--- config.mk ---
export PLATFORM = sky130hd
export DESIGN_NAME = multdiv_unit_flat
export DESIGN_NICKNAME = d
export VERILOG_FILES = /design/src/rtl/multdiv_unit_if.sv /design/src/rtl/multdiv_unit.sv /design/src/flat_wrapper.sv
export SDC_FILE = /design/constraint.sdc
export NUM_CORES = 1
export LEC_CHECK = 0
export BUFFER_PORTS_ARGS = -buffer_cell sky130_fd_sc_hd__buf_2
export CORE_ASPECT_RATIO = 1.4
export CORE_MARGIN = 2
export CORE_UTILIZATION = 40
export DETAILED_ROUTE_END_ITERATION = 12
export SKIP_LAST_GASP = 1
export SLEW_MARGIN = 25
export SYNTH_ARGS = -nofsm -noshare
export SYNTH_HDL_FRONTEND = slang
export SYNTH_SLANG_ARGS = --single-unit
--- constraint.sdc ---
create_clock -name clock -period 19.45 [get_ports clock]
set_input_delay 1.945 -clock clock [delete_from_list [all_inputs] [get_ports clock]]
set_output_delay 1.945 -clock clock [all_outputs]
set_load 0.005 [all_outputs]
--- src/rtl/multdiv_unit_if.sv ---
// Operand/request and result bus of the iterative multiply/divide unit.
// master drives operands and start pulses; slave returns the result, exception flag and ready pulse.
interface multdiv_unit_if;
    logic [31:0] data_operandA;
    logic [31:0] data_operandB;
    logic        ctrl_MULT;
    logic        ctrl_DIV;
    logic [31:0] data_result;
    logic        data_exception;
    logic        data_resultRDY;

    modport master (
        output data_operandA,
        output data_operandB,
        output ctrl_MULT,
        output ctrl_DIV,
        input  data_result,
        input  data_exception,
        input  data_resultRDY
    );

    modport slave (
        input  data_operandA,
        input  data_operandB,
        input  ctrl_MULT,
        input  ctrl_DIV,
        output data_result,
        output data_exception,
        output data_resultRDY
    );
endinterface

--- src/rtl/multdiv_unit.sv ---
// Iterative signed 32-bit multiply (shift-add) / divide (restoring) on magnitudes with a sign fixup.
// Latency: 32 cycles from the start edge to a one-cycle data_resultRDY pulse.
// Backpressure: none; a new start edge aborts the op in flight and the pipeline stalls on the ready pulse.
module multdiv_unit (
    input  logic           clock,
    input  logic           reset_n,
    multdiv_unit_if.slave  bus
);

    typedef enum logic [1:0] {
        S_IDLE = 2'd0,
        S_RUN  = 2'd1,
        S_DONE = 2'd2
    } state_t;

    state_t      state;
    state_t      state_nxt;
    logic [5:0]  cnt;
    logic        is_div;
    logic        neg;
    logic [31:0] mag_a;
    logic [31:0] mag_b;
    logic [63:0] acc;
    logic [31:0] result_q;
    logic        exc_q;

    logic        start;
    logic        last_step;
    logic [31:0] abs_a;
    logic [31:0] abs_b;

    // 0x80000000 maps onto itself, which is exactly its magnitude read as unsigned.
    function automatic logic [31:0] magnitude(input logic [31:0] v);
        return v[31] ? (~v + 32'd1) : v;
    endfunction

    assign start     = bus.ctrl_MULT ^ bus.ctrl_DIV;
    assign last_step = (state == S_RUN) && (cnt == 6'd31);
    assign abs_a     = magnitude(bus.data_operandA);
    assign abs_b     = magnitude(bus.data_operandB);

    // ---------------- state register ----------------
    always_ff @(posedge clock or negedge reset_n) begin
        if (!reset_n) begin
            state <= S_IDLE;
        end else begin
            state <= state_nxt;
        end
    end

    // ---------------- next-state logic ----------------
    always_comb begin
        state_nxt = state;
        if (start) begin
            state_nxt = S_RUN;
        end else begin
            case (state)
                S_IDLE:  state_nxt = S_IDLE;
                S_RUN:   state_nxt = (cnt == 6'd31) ? S_DONE : S_RUN;
                S_DONE:  state_nxt = S_IDLE;
                default: state_nxt = S_IDLE;
            endcase
        end
    end

    // ---------------- output logic ----------------
    always_comb begin
        bus.data_resultRDY = (state == S_DONE);
        bus.data_result    = result_q;
        bus.data_exception = exc_q;
    end

    // ---------------- shared datapath step ----------------
    // Multiply: acc = {partial product high, multiplier shifting out low}.
    // Divide:   acc = {partial remainder, dividend shifting out / quotient shifting in}.
    logic [32:0] mul_sum;
    logic [32:0] div_shift;
    logic [32:0] div_diff;
    logic        div_ge;
    logic [63:0] acc_step;

    always_comb begin
        mul_sum   = {1'b0, acc[63:32]} + {1'b0, (acc[0] ? mag_a : 32'd0)};
        div_shift = {acc[63:32], acc[31]};
        div_diff  = div_shift - {1'b0, mag_b};
        div_ge    = (div_shift >= {1'b0, mag_b});
        if (is_div) begin
            // The remainder stays below |B| <= 2^31, so 32 bits hold it between steps.
            acc_step = {(div_ge ? div_diff[31:0] : div_shift[31:0]), acc[30:0], div_ge};
        end else begin
            acc_step = {mul_sum, acc[31:1]};
        end
    end

    // ---------------- sign fixup and exception ----------------
    logic [63:0] prod_signed;
    logic [31:0] quo;
    logic [31:0] quo_signed;
    logic        div_by_zero;
    logic [31:0] result_nxt;
    logic        exc_nxt;

    always_comb begin
        prod_signed = neg ? (64'd0 - acc_step) : acc_step;
        quo         = acc_step[31:0];
        quo_signed  = neg ? (32'd0 - quo) : quo;
        div_by_zero = (mag_b == 32'd0);
        result_nxt  = prod_signed[31:0];
        exc_nxt     = (prod_signed[63:32] != {32{prod_signed[31]}});
        if (is_div) begin
            // A positive quotient of 2^31 only arises from 0x80000000 / -1.
            result_nxt = div_by_zero ? 32'd0 : quo_signed;
            exc_nxt    = div_by_zero | (quo[31] & ~neg);
        end
    end

    // ---------------- datapath registers ----------------
    always_ff @(posedge clock or negedge reset_n) begin
        if (!reset_n) begin
            cnt    <= 6'd0;
            is_div <= 1'b0;
            neg    <= 1'b0;
            mag_a  <= 32'd0;
            mag_b  <= 32'd0;
            acc    <= 64'd0;
        end else if (start) begin
            cnt    <= 6'd0;
            is_div <= bus.ctrl_DIV;
            neg    <= bus.data_operandA[31] ^ bus.data_operandB[31];
            mag_a  <= abs_a;
            mag_b  <= abs_b;
            acc    <= {32'd0, (bus.ctrl_DIV ? abs_a : abs_b)};
        end else if (state == S_RUN) begin
            cnt    <= cnt + 6'd1;
            acc    <= acc_step;
        end
    end

    // Results change only when entering DONE and hold until the next DONE.
    always_ff @(posedge clock or negedge reset_n) begin
        if (!reset_n) begin
            result_q <= 32'd0;
            exc_q    <= 1'b0;
        end else if (last_step && !start) begin
            result_q <= result_nxt;
            exc_q    <= exc_nxt;
        end
    end

endmodule

--- src/flat_wrapper.sv ---
// flat-port wrapper written by rule: the top's interface ports become plain ports
module multdiv_unit_flat 
  (clock, reset_n, bus_data_operandA, bus_data_operandB, bus_ctrl_MULT, bus_ctrl_DIV, bus_data_result, bus_data_exception, bus_data_resultRDY);
  multdiv_unit_if bus_i ();
  input  logic clock;
  input  logic reset_n;
  input wire logic [$bits(bus_i.data_operandA)-1:0] bus_data_operandA;
  input wire logic [$bits(bus_i.data_operandB)-1:0] bus_data_operandB;
  input wire logic [$bits(bus_i.ctrl_MULT)-1:0] bus_ctrl_MULT;
  input wire logic [$bits(bus_i.ctrl_DIV)-1:0] bus_ctrl_DIV;
  output wire logic [$bits(bus_i.data_result)-1:0] bus_data_result;
  output wire logic [$bits(bus_i.data_exception)-1:0] bus_data_exception;
  output wire logic [$bits(bus_i.data_resultRDY)-1:0] bus_data_resultRDY;
  assign bus_i.data_operandA = bus_data_operandA;
  assign bus_i.data_operandB = bus_data_operandB;
  assign bus_i.ctrl_MULT = bus_ctrl_MULT;
  assign bus_i.ctrl_DIV = bus_ctrl_DIV;
  assign bus_data_result = bus_i.data_result;
  assign bus_data_exception = bus_i.data_exception;
  assign bus_data_resultRDY = bus_i.data_resultRDY;
  multdiv_unit u_core (.clock(clock), .reset_n(reset_n), .bus(bus_i));
endmodule
==> results.sh <==
export IMPL_nets=2247
export IMPL_fill_cells=4187
export IMPL_ys_ff_latch=171
export IMPL_crit_path_max_fanout=18
export IMPL_crit_chain="ha_1 -> a21o_1 -> a21o_1 -> a22oi_1 -> nand3_1 -> nor2_4 -> nand2_1 -> o21ai_0 -> ha_1 -> o2111ai_1 -> nor4_2 -> nand2_1 -> nor2_1 -> o211ai_1 -> nor4_4 -> nand4_2 -> o31ai_1 -> xor2_1 -> nand2_1 -> nor4_2 -> a22oi_1 -> a2111oi_2 -> a21oi_1"
export IMPL_hold_buffers=0
export IMPL_critical_path_class="flip-flop to flip-flop"
export IMPL_setup_viol=0
export IMPL_htree_levels=4
export IMPL_netlist_instances=2095
export IMPL_grt_pass1_wl_um=94700
export IMPL_grt_usage_pct=28.9
export IMPL_synth_cell_types=104
export IMPL_cts_root_buf="clkbuf_16"
export IMPL_clk_pin_slew_ns=0.07
export IMPL_leakage_nw=7.62
export IMPL_yosysTopAreaCell="dfrtp_1"
export IMPL_synthFlopType="dfrtp_1"
export IMPL_fin_skew_ns=0.0118
export IMPL_tightest_slew_ns=0.942
export IMPL_cp_required_ns=19.79
export IMPL_grt_pass1_vias=16122
export IMPL_rows=87
export IMPL_vias=16370
export IMPL_cts_setup_buffers=0
export IMPL_cts_sinks=171
export IMPL_place_hpwl_um=47700
export IMPL_synth_top_area_share_pct=26.2
export IMPL_crit_slowest_cell="nor2_4"
export IMPL_syn_area_per_cell_um2=7.79
export IMPL_vias_per_cell=6.16
export IMPL_cpMostUsedCell="nand2_1"
export IMPL_hold_violations=0
export IMPL_ys_top_cells_by_count="nand2_1 (210), a21oi_1 (206), nor2_1 (192)"
export IMPL_cts_tree="built"
export IMPL_wl_per_cell_um=23.3
export IMPL_synth_most_common_cell="nand2_1"
export IMPL_hold_class="flip-flop to flip-flop"
export IMPL_insertedDiodeCount=0
export IMPL_start_kind="flip-flop"
export IMPL_cellPowerDensity_nw_per_um2=138
export IMPL_drt_initial_drc_count=1039
export IMPL_firstDrtPassIters=5
export IMPL_synth_area_um2=16300
export IMPL_finalCriticalPeriod_ns=7.27
export IMPL_gp_congestion=0.952
export IMPL_core_um2=40300
export IMPL_synth_area_top_cells="dfrtp_1 (26%), a21oi_1 (6.3%), ha_1 (5.2%)"
export IMPL_numCtsBuffers=17
export IMPL_antenna_found_initial=0
export IMPL_fin_setup_tns_ns=0
export IMPL_gr_total_overflow=0
export IMPL_wl_um=61800
export IMPL_synth_edf_count=0
export IMPL_drive_gt1_share_pct=12.0
export IMPL_peakVddDrop_uv=69.3
export IMPL_die_width_um=175
export IMPL_min_period_over_period_pct=37.4
export IMPL_end_kind="flip-flop"
export IMPL_syn2layout_area_growth_pct=8.95
export IMPL_synth_nets=2233
export IMPL_clk_path_buf_depth=2
export IMPL_fin_ws_ns=12.18
export IMPL_critical_path_top_delay_family="simple AND/OR/NAND/NOR gates"
export IMPL_grt_max_degree=75
export IMPL_synth_seq_area_share_pct=26.2
export IMPL_worst_path_largest_cell_delay_ns=0.73
export IMPL_arrival_ns=7.61
export IMPL_drc=0
export IMPL_status="complete, no violations"
export IMPL_synthArstFlopShare_pct=100
export IMPL_path_buf_inv=0
export IMPL_postRouteAntennaNets=0
export IMPL_pre_cts_slack_ns=12.36
export IMPL_io_pins=102
export IMPL_max_freq_mhz=138
export IMPL_rsz0062_at_grt="false"
export IMPL_drv_slew=0
export IMPL_portBuffers=101
export IMPL_worst_hold_slack_ns=0.469
export IMPL_die_y_um=243
export IMPL_cts_resized=0
export IMPL_insertion_delay_ns=0.47
export IMPL_dieArea_um2=42400
export IMPL_drv_cap=0
export IMPL_relSlewSlack_pct=37.2
export IMPL_ys_warn_count=0
export IMPL_initial_core_util_pct=40.5
-- through the flow --
| step | util [%] | area, um2 | power [W] | std cells |
|---|---|---|---|---|
| floorplan | - | 16300 | 0.00160 | 2095 |
| finish | 44.1 | 17800 | 0.00244 | 2656 |
| detailed placement | 42.6 | 17200 | 0.00204 | 2624 |
| CTS | 44.1 | 17800 | 0.00242 | 2656 |
| global placement | 42.6 | 17200 | 0.00204 | 2624 |
| global route | 44.1 | 17800 | 0.00260 | 2656 |
-- final cells by class --
cell class                 instances  area (um2)  share of cell area (%)
multi-input combinational       1726       11300                    63.4
timing repair buffer             126         702                    3.95
clock inverter                    14         178                    1.00
inverter                          67         251                    1.42
sequential                       171        4280                    24.1
clock buffer                      18         429                    2.41
tap                              534         668                    3.76
-- worst min-delay path: stages, from the launching register on --
cell and delay [ns]:
dfrtp_1 0.34, nand2_1 0.05, nand2_1 0.05
-- per-layer routing --
metal | vias up | wire length, um | share of wire [%] | GRT usage (%)
met5 | - | 0 | 0 | 0
li1 | 7677 | - | - | -
met2 | 566 | 30500 | 49 | 49.9
met4 | 0 | 3520 | 5.7 | 15.8
met1 | 8001 | 24800 | 40 | 35.2
met3 | 126 | 2920 | 4.7 | 2.85
-- power by group --
part           internal [W]  switching [W]
clock              0.000195       0.000174
combinational      0.000554        0.00102
sequential         0.000422      0.0000796
-- placed cells by master (no fill, tap or decap), drive strengths merged, types with 13 or more instances in the layout --
cell and instances:
o21a 18, buf 125, nor3 52, ha 68
a31oi 29, dfrtp 171, nand2 212, and2 38
xor2 84, nand3 45, a211oi 38, or3 29
a21o 32, inv 75, xnor2 73, a22oi 13
o211ai 22, nor2 194, o31ai 31, a21oi 209
mux2 25, o21ai 169, clkbuf 19, nand2b 15
mux2i 60, or4 14, nand4 39, nor4 25
and3 20
-- cells by family (layout without fill, tap and decap cells) --
| family | count (synthesis) | after routing | synth area share, % |
|---|---|---|---|
| multiplexers | 85 | 85 | 5.41 |
| buffers and inverters | 198 | 225 | 4.96 |
| AND/OR/NAND/NOR | 730 | 730 | 22.0 |
| adder cells (fa/ha/maj) | 70 | 70 | 5.46 |
| flip-flops | 171 | 171 | 26.2 |
| AO/OA/AOI/OAI | 684 | 684 | 27.5 |
| XOR/XNOR | 157 | 157 | 8.43 |
-- flip-flops by register name (all words and copies together), names as in the netlist --
register                   flops
u_core.is_div                  1
u_core.cnt                     6
u_core.bus.data_exception      1
u_core.neg                     1
u_core.acc                    64
u_core.bus.data_result        32
u_core.state                   2
u_core.mag_b                  32
u_core.mag_a                  32
-- final timing paths --
path	from	slack [ns]	cells past startpoint	to
min reg2reg	u_core.mag_a[31]	0.47	2	u_core.mag_a[31]
min in group asynchronous	reset_n	1.40	1	u_core.acc[55]
max in group asynchronous	reset_n	16.63	2	u_core.is_div
min	u_core.mag_a[31]	0.47	2	u_core.mag_a[31]
max reg2reg	u_core.acc[49]	12.18	23	u_core.bus.data_exception
max	u_core.acc[49]	12.18	23	u_core.bus.data_exception
No activity file was read; power rests on OpenSTA's default activity.
